===== src/rtl/aes_pkg.sv =====
// Shared AES widths, block/word types and word-select helper.
package aes_pkg;

  localparam int AES_BLOCK_W = 128;
  localparam int AES_WORD_W  = 32;
  localparam int AES_WORDS   = 4;

  typedef logic [AES_BLOCK_W-1:0] aes_block_t;
  typedef logic [AES_WORD_W-1:0]  aes_word_t;
  typedef logic [1:0]             widx_t;

  // Word 0 is the most significant 32 bits of the block.
  function automatic aes_word_t aes_word_sel(aes_block_t b, widx_t i);
    return b[(AES_WORDS-1-int'(i))*AES_WORD_W +: AES_WORD_W];
  endfunction

endpackage


===== src/rtl/aes_blk_fifo.sv =====
// Circular buffer of DEPTH ciphertext blocks with head and head+1 read ports.
module aes_blk_fifo
  import aes_pkg::*;
#(
  parameter int DEPTH = 2
) (
  input  logic                       clk,
  input  logic                       rst,
  input  logic                       push,
  input  aes_block_t                 push_data,
  input  logic                       pop,
  output aes_block_t                 head,
  output aes_block_t                 next_head,
  output logic [$clog2(DEPTH):0]     count,
  output logic                       full,
  output logic                       empty
);

  localparam int AW = $clog2(DEPTH);
  localparam int CW = AW + 1;

  aes_block_t      mem [DEPTH];
  logic [AW-1:0]   wr_ptr_reg;
  logic [AW-1:0]   rd_ptr_reg;
  logic [CW-1:0]   count_reg;
  logic            push_ok;

  assign full  = (count_reg == CW'(DEPTH));
  assign empty = (count_reg == '0);
  assign count = count_reg;

  // A push while full is only accepted if the head leaves in the same cycle.
  assign push_ok = push && (!full || pop);

  assign head      = mem[rd_ptr_reg];
  assign next_head = mem[rd_ptr_reg + AW'(1)];

  always_ff @(posedge clk) begin
    if (push_ok) begin
      mem[wr_ptr_reg] <= push_data;
    end
  end

  always_ff @(posedge clk) begin
    if (rst) begin
      wr_ptr_reg <= '0;
      rd_ptr_reg <= '0;
      count_reg  <= '0;
    end else begin
      if (push_ok) begin
        wr_ptr_reg <= wr_ptr_reg + AW'(1);
      end
      if (pop) begin
        rd_ptr_reg <= rd_ptr_reg + AW'(1);
      end
      if (push_ok && !pop) begin
        count_reg <= count_reg + CW'(1);
      end else if (pop && !push_ok) begin
        count_reg <= count_reg - CW'(1);
      end
    end
  end

endmodule


===== src/rtl/aes_out_serializer.sv =====
// Buffers finished AES blocks and streams them as 32-bit words (valid/ready).
// Optional per-byte even parity output enabled by AES_OUT_PARITY_EN.
module aes_out_serializer
  import aes_pkg::*;
#(
  parameter int DEPTH = 2
) (
  input  logic        clk,
  input  logic        rst,
  input  logic        blk_valid,
  input  aes_block_t  blk_data,
  output logic        blk_ovf,
  output logic        out_valid,
  input  logic        out_ready,
  output aes_word_t   out_data,
  output logic        out_last
`ifdef AES_OUT_PARITY_EN
  ,
  output logic [3:0]  out_parity
`endif
);

  localparam int CW = $clog2(DEPTH) + 1;

  aes_block_t       head;
  aes_block_t       next_head;
  logic [CW-1:0]    count;
  logic             full;
  logic             empty;
  logic             transfer;
  logic             pop;

  widx_t            widx_reg, widx_next;
  aes_word_t        data_reg, data_next;
  logic             last_reg, last_next;
  logic             ovf_reg;

  aes_blk_fifo #(.DEPTH(DEPTH)) u_fifo (
    .clk       (clk),
    .rst       (rst),
    .push      (blk_valid),
    .push_data (blk_data),
    .pop       (pop),
    .head      (head),
    .next_head (next_head),
    .count     (count),
    .full      (full),
    .empty     (empty)
  );

  assign out_valid = !empty;
  assign transfer  = out_valid && out_ready;
  assign pop       = transfer && (widx_reg == 2'd3);

  // Output word is registered, so compute what the head will present next cycle,
  // bypassing the incoming block when it becomes the head immediately.
  always_comb begin
    widx_next = widx_reg;
    data_next = data_reg;
    last_next = last_reg;
    if (empty) begin
      widx_next = 2'd0;
      last_next = 1'b0;
      data_next = blk_valid ? aes_word_sel(blk_data, 2'd0) : '0;
    end else if (pop) begin
      widx_next = 2'd0;
      last_next = 1'b0;
      if (count > CW'(1)) begin
        data_next = aes_word_sel(next_head, 2'd0);
      end else if (blk_valid) begin
        data_next = aes_word_sel(blk_data, 2'd0);
      end else begin
        data_next = '0;
      end
    end else if (transfer) begin
      widx_next = widx_reg + 2'd1;
      data_next = aes_word_sel(head, widx_reg + 2'd1);
      last_next = (widx_reg == 2'd2);
    end
  end

  always_ff @(posedge clk) begin
    if (rst) begin
      widx_reg <= '0;
      data_reg <= '0;
      last_reg <= 1'b0;
      ovf_reg  <= 1'b0;
    end else begin
      widx_reg <= widx_next;
      data_reg <= data_next;
      last_reg <= last_next;
      ovf_reg  <= blk_valid && full && !pop;
    end
  end

  assign out_data = data_reg;
  assign out_last = last_reg;
  assign blk_ovf  = ovf_reg;

`ifdef AES_OUT_PARITY_EN
  logic [3:0] parity_next;
  logic [3:0] parity_reg;

  for (genvar gi = 0; gi < 4; gi++) begin : g_parity
    assign parity_next[gi] = ^data_next[gi*8 +: 8];
  end

  always_ff @(posedge clk) begin
    if (rst) begin
      parity_reg <= '0;
    end else begin
      parity_reg <= parity_next;
    end
  end

  assign out_parity = parity_reg;
`endif

endmodule


===== config.mk =====
export PLATFORM = sky130hd
export DESIGN_NAME = aes_out_serializer
export DESIGN_NICKNAME = d
export VERILOG_FILES = /design/src/rtl/aes_pkg.sv /design/src/rtl/aes_blk_fifo.sv /design/src/rtl/aes_out_serializer.sv
export SDC_FILE = /design/constraint.sdc
export NUM_CORES = 1
export LEC_CHECK = 0
export CAP_MARGIN = 25
export CELL_PAD_IN_SITES_DETAIL_PLACEMENT = 0
export CELL_PAD_IN_SITES_GLOBAL_PLACEMENT = 1
export CORE_AREA = 4 4 169 171
export CTS_BUF_LIST = sky130_fd_sc_hd__clkbuf_8
export DETAILED_ROUTE_END_ITERATION = 6
export DIE_AREA = 0 0 173 175
export HOLD_SLACK_MARGIN = 0.03
export PLACE_DENSITY_LB_ADDON = 0.15
export REMOVE_ABC_BUFFERS = 1
export SYNTH_ARGS = -nofsm -noshare
export SYNTH_HDL_FRONTEND = slang
export SYNTH_SLANG_ARGS = --single-unit

===== constraint.sdc =====
create_clock -name clk -period 11.6 [get_ports clk]
set_input_delay 1.74 -clock clk [delete_from_list [all_inputs] [get_ports clk]]
set_output_delay 1.74 -clock clk [all_outputs]
set_load 0.05 [all_outputs]

==> reports/results.txt, run 1 <==
Gate Count Post-Synth = 719
Die ar. = 30,280 um^2
clock latency on the worst-skew pair = 0.55 ns
fin crit share = 0.3941
I/O Pins = 167
synthesis-stage register bit count = 297
Most flops, register = u_fifo.mem
Via density = 5.947
CP required = 11.76 ns
DP HPWL = 17,220 um
final instance area = 15,450 um^2
starting density of the core = 0.4656
GR Overflow Total = 0
CP endpoint kind = flip-flop
DRC = 0
synth cell count leaders = edfxtp_1 (256), mux4_2 (53), dfxtp_1 (41)
CP Class = input pin to flip-flop
synth top area cells = edfxtp_1 (61%), mux4_2 (9.5%), dfxtp_1 (6.6%), mux2_1 (2.9%), a211oi_2 (2.8%)
worst reg2reg startpoint = widx_reg[0]
crit path launch = out_ready
worst-margin pin slew = 1.053 ns
Fin Clk Skew = 0.01885 ns
Starting DRT DRC Count = 657
CTS resizes = 0
final wirelength = 30,750 um
DP Worst Slack = 6.441 ns
Rel. slew slack = 0.2979
asr flop ratio synth = 0
synthesized cell area = 12,510 um^2
Synth top area share = 0.6143
Placed Instance Area = 14,430 um^2
crit path time final = 4.571 ns
met2 wire len = 14,950 um
Inserted Diodes = 0
initial antenna violation count = 0
reg-to-reg slack, setup = 7.09 ns
Worst R2R Path Depth = 6
P&R area growth vs syn = 23.50%
layout net count = 1,024
P per Cell Area = 173.8 nW/um^2
Syn Area/Cell = 17.40 um^2
die height = 175 um
status = finished clean
ys flop type = edfxtp_1
Reg clk slew, reported paths = 0.05 ns
Die W = 173 um
CP max FO = 68
Core Util, Final = 0.5750
Slew Limit Fails = 0
Lkg Pwr = 0.005100 uW
CP arrival = 4.73 ns
Tot Pwr = 2685 uW
routed length on met1 = 13,020 um
share of layout cells above drive strength 1 = 0.1868
first-pass GRT wire length = 46,510 um
DRT Pass-1 Iters = 5
worst r2r dst = u_fifo.mem[1][57]
vias in the first global route = 8,049
RSZ-0062 raised after global routing = false
Yosys cell types = 34
routed length on met3 = 2267 um
max-cap violations = 0
pin count of the biggest net entering global routing = 69
CP Cell Sequence = clkdlybuf4s50_1 > nand3b_1 > a21boi_1 > and2_4 > buf_4
Slowest-stage cell, CP = buf_4
Final Hold Fails = 0
Port Buffers = 166
Post-CTS Hold Buffers = 0
Routability Congestion = 0.7452
CTS tree = built
total clock sinks = 297
Final ANT Viol Nets = 0
sequential area share after synthesis = 0.6799
final setup vio count = 0
CP Launch Type = input pin
Root Driver = clkbuf_8
Filler cells = 2,102
Hold Path Sink = u_fifo.count[0]
clk buf depth = 3
final setup margin = 7.029 ns
Hold Crit Class = flip-flop to flip-flop
cell accounting for the most synthesized area = edfxtp_1
most common cell in the netlist = edfxtp_1
Post-CTS Setup Repair Bufs = 0
setup TNS = 0 ns
core box area = 26,880 um^2
row cnt = 60
Worst VDD drop = 0.00009140 V
post-DR wirelength/cell = 24.27 um
Post-synth EDFFs = 256
number of flip-flops under the largest register name = 256
hold depth = 2
gr usage total = 0.1962
hold path startpoint = u_fifo.count[0]
via count = 7,535
cts bufs inserted = 49
Ys Warns = 0
fmax = 0.2188 GHz
CTS H-Tree Depth = 2
CP peak stage delay = 0.89 ns
highest routed layer = met4
per-stage QoR:
stage	hold slack, ns	std cells
6_report	0.5626	1267
5_1_grt	0.5994	1267
4_1_cts	0.5651	1265
3_5_place_dp	0.5553	1174
3_3_place_gp	0.5206	1172
2_1_floorplan	0.4983	659
power by group:
group / internal [uW] / switching, uW / leakage (uW)
Sequential: 1290 / 38.3 / 0.00273
Combinational: 195 / 277 / 0.00182
Clock: 481 / 402 / 0.000553
Total: 1970 / 717 / 0.00510
cell families after synthesis:
| family | after synthesis | share of synthesized area |
|---|---|---|
| AOI/OAI and AO/OA | 133 | 0.09019 |
| xor gates and xnor gates | 4 | 0.002800 |
| adders and majority gates | 6 | 0.005999 |
| buffers and inverters | 65 | 0.02590 |
| DFF | 297 | 0.6799 |
| muxes | 96 | 0.1473 |
| and+or+nand+nor | 118 | 0.04790 |
routing by layer:
metal	GRT usage	vias up
li1	-	3285
met1	0.2711	3851
met2	0.3227	347
met3	0.04024	52
met4	0.04889	0
met5	0	-
worst max-delay path, delay by kind of cell:
kind / cells / cell delay, ns
buf+inv: 2 / 1.52
simple gates: 2 / 1.00
compound gates: 1 / 0.41
placed cells by master (no fill, tap or decap), types with 29 or more instances in the layout:
cell type,n
dfxtp_1,38
clkdlybuf4s50_1,164
a22oi_1,32
nand3_1,32
and2_1,29
o22ai_1,32
mux2_1,32
clkbuf_8,59
a31o_1,32
mux4_2,53
edfxtp_1,256
nand2_1,33
worst max-delay path by stage:
stage                             end  slack [ns]  cells past startpoint
global route        u_fifo.mem[1][57]        6.83                      6
detailed placement  u_fifo.mem[1][89]        6.44                      5
floorplan            u_fifo.mem[0][0]        2.10                      4
finish              u_fifo.mem[1][57]        7.03                      5
global placement    u_fifo.mem[1][89]        6.60                      5
CTS                 u_fifo.mem[1][89]        7.03                      6
final cells by class:
type                    instances  area, um^2  area share
multi-input cells             357        3736      0.2418
well taps                     341       426.7     0.02761
flip-flops and latches        297        8514      0.5510
clock inverters                32       153.9    0.009959
repair buffers                176        1792      0.1159
inverters                       5       18.77    0.001214
clock buffers                  59       812.0     0.05255
No activity file was read; power rests on OpenSTA's default activity.
==> run 2: changes to the inputs <==
--- a/config.mk
+++ b/config.mk
@@ -8,10 +8,10 @@
 export CAP_MARGIN = 25
 export CELL_PAD_IN_SITES_DETAIL_PLACEMENT = 0
 export CELL_PAD_IN_SITES_GLOBAL_PLACEMENT = 1
-export CORE_AREA = 4 4 169 171
+export CORE_AREA = 4 4 174 176
 export CTS_BUF_LIST = sky130_fd_sc_hd__clkbuf_8
 export DETAILED_ROUTE_END_ITERATION = 6
-export DIE_AREA = 0 0 173 175
+export DIE_AREA = 0 0 178 180
 export HOLD_SLACK_MARGIN = 0.03
 export PLACE_DENSITY_LB_ADDON = 0.15
 export REMOVE_ABC_BUFFERS = 1
==> constraint.sdc (replaced) <==
create_clock -name clk -period 3.65 [get_ports clk]
set_input_delay 0.5475 -clock clk [delete_from_list [all_inputs] [get_ports clk]]
set_output_delay 0.5475 -clock clk [all_outputs]
set_load 0.05 [all_outputs]
==> reports/results.txt, run 2 (synthesized netlist as in run 1, its figures left out) <==
fin crit share = 0.7699
vias in the first global route = 8,314
CTS resizes = 0
CP required = 3.10 ns
Filler cells = 2,280
final wirelength = 32,070 um
post-DR wirelength/cell = 24.42 um
most frequent cells in the layout = edfxtp_1 (256), clkdlybuf4s50_1 (164), mux4_2 (53)
CP Launch Type = flip-flop
I/O Pins = 167
starting density of the core = 0.4371
P per Cell Area = 535.5 nW/um^2
GR Overflow Total = 0
Die ar. = 32,040 um^2
worst-margin pin slew = 1.023 ns
Final Hold Fails = 0
Routability Congestion = 0.7698
via count = 7,597
Hold Crit Class = input pin to flip-flop
Lkg Pwr = 0.005108 uW
fmax = 0.3559 GHz
FF+latch area = 8514 um^2
CTS tree = built
die height = 180 um
Port Buffers = 166
Reg clk slew, reported paths = 0.06 ns
cts bufs inserted = 48
gr usage total = 0.1985
multi-input logic area = 3736 um^2
status = finished clean
most common cell after layout, fill and taps aside = edfxtp_1
total clock sinks = 297
CTS H-Tree Depth = 2
Post-CTS Setup Repair Bufs = 0
max-cap violations = 0
Die W = 178 um
crit path time final = 2.810 ns
core box area = 28,630 um^2
Most flops, register = u_fifo.mem
Fin Clk Skew = 0.01354 ns
pin count of the biggest net entering global routing = 68
Post-CTS Hold Buffers = 0
CP arrival = 2.26 ns
initial antenna violation count = 1
RSZ-0062 raised after global routing = false
DP HPWL = 18,820 um
Rel. slew slack = 0.3179
DRC = 0
clock latency on the worst-skew pair = 0.55 ns
first-pass GRT wire length = 48,810 um
clk buf depth = 3
Tot Pwr = 8313 uW
Root Driver = clkbuf_8
CP Class = flip-flop to output pin
placed cell count = 1,227
Final ANT Viol Nets = 0
Slew Limit Fails = 0
number of flip-flops under the largest register name = 256
Via density = 5.786
Layout Cells excl Fill = 1,313
Inserted Diodes = 0
row cnt = 62
layout net count = 1,032
P&R area growth vs syn = 24.05%
Starting DRT DRC Count = 693
final setup vio count = 0
CP endpoint kind = output pin
share of layout cells above drive strength 1 = 0.1884
Worst VDD drop = 0.0002433 V
DRT Pass-1 Iters = 5
CP max FO = 8
setup TNS = 0 ns
[run 2: path summary, 6_finish.rpt]
path | start | slack, ns | cells after the start | to
setup / recovery | u_fifo.count[1] | 0.84 | 4 | out_valid
hold / removal | blk_valid | 0.53 | 4 | u_fifo.wr_ptr_reg
setup reg to reg | u_fifo.count[1] | 0.94 | 6 | u_fifo.mem[1][77]
hold reg to reg | out_last | 0.55 | 2 | out_last
[run 2: worst max-delay path, cell delays in order, from the launching register on]
cell             delay [ns]
dfxtp_1                0.42
inv_1                  0.09
ha_1                   0.30
inv_1                  0.08
clkdlybuf4s50_1        0.81
[run 2: layout make-up]
type	count	area share
clock inverters	33	0.008383
clock buffers	52	0.04611
inverters	5	0.001209
multi-input cells	357	0.2407
well taps	384	0.03095
repair buffers	185	0.1241
flip-flops and latches	297	0.5485
[run 2: routing by layer]
metal | global-route usage | up-vias | share of wire
li1 | - | 3300 | -
met2 | 0.3294 | 328 | 0.51
met5 | 0 | - | 0
met3 | 0.03992 | 61 | 0.074
met1 | 0.2663 | 3908 | 0.40
met4 | 0.05817 | 0 | 0.022
[run 2: stage by stage]
step / area, um^2 / hold slack [ns] / setup WS, ns / util
2_1_floorplan: 12210 / 0.4983 / -5.847 / -
3_3_place_gp: 14610 / 0.5167 / 0.7275 / 0.5104
3_5_place_dp: 14660 / 0.5428 / 0.6824 / 0.5120
4_1_cts: 15500 / 0.4970 / 0.8211 / 0.5416
5_1_grt: 15520 / 0.5480 / 0.7497 / 0.5423
6_report: 15520 / 0.5350 / 0.8400 / 0.5423
[run 2: where the power goes]
part,leakage [uW],total [uW],switching [uW],internal (uW)
Clock,0.000497,2550,1250,1300
Sequential,0.00273,4230,131,4100
Combinational,0.00188,1530,889,644
Total,0.00511,8310,2270,6050
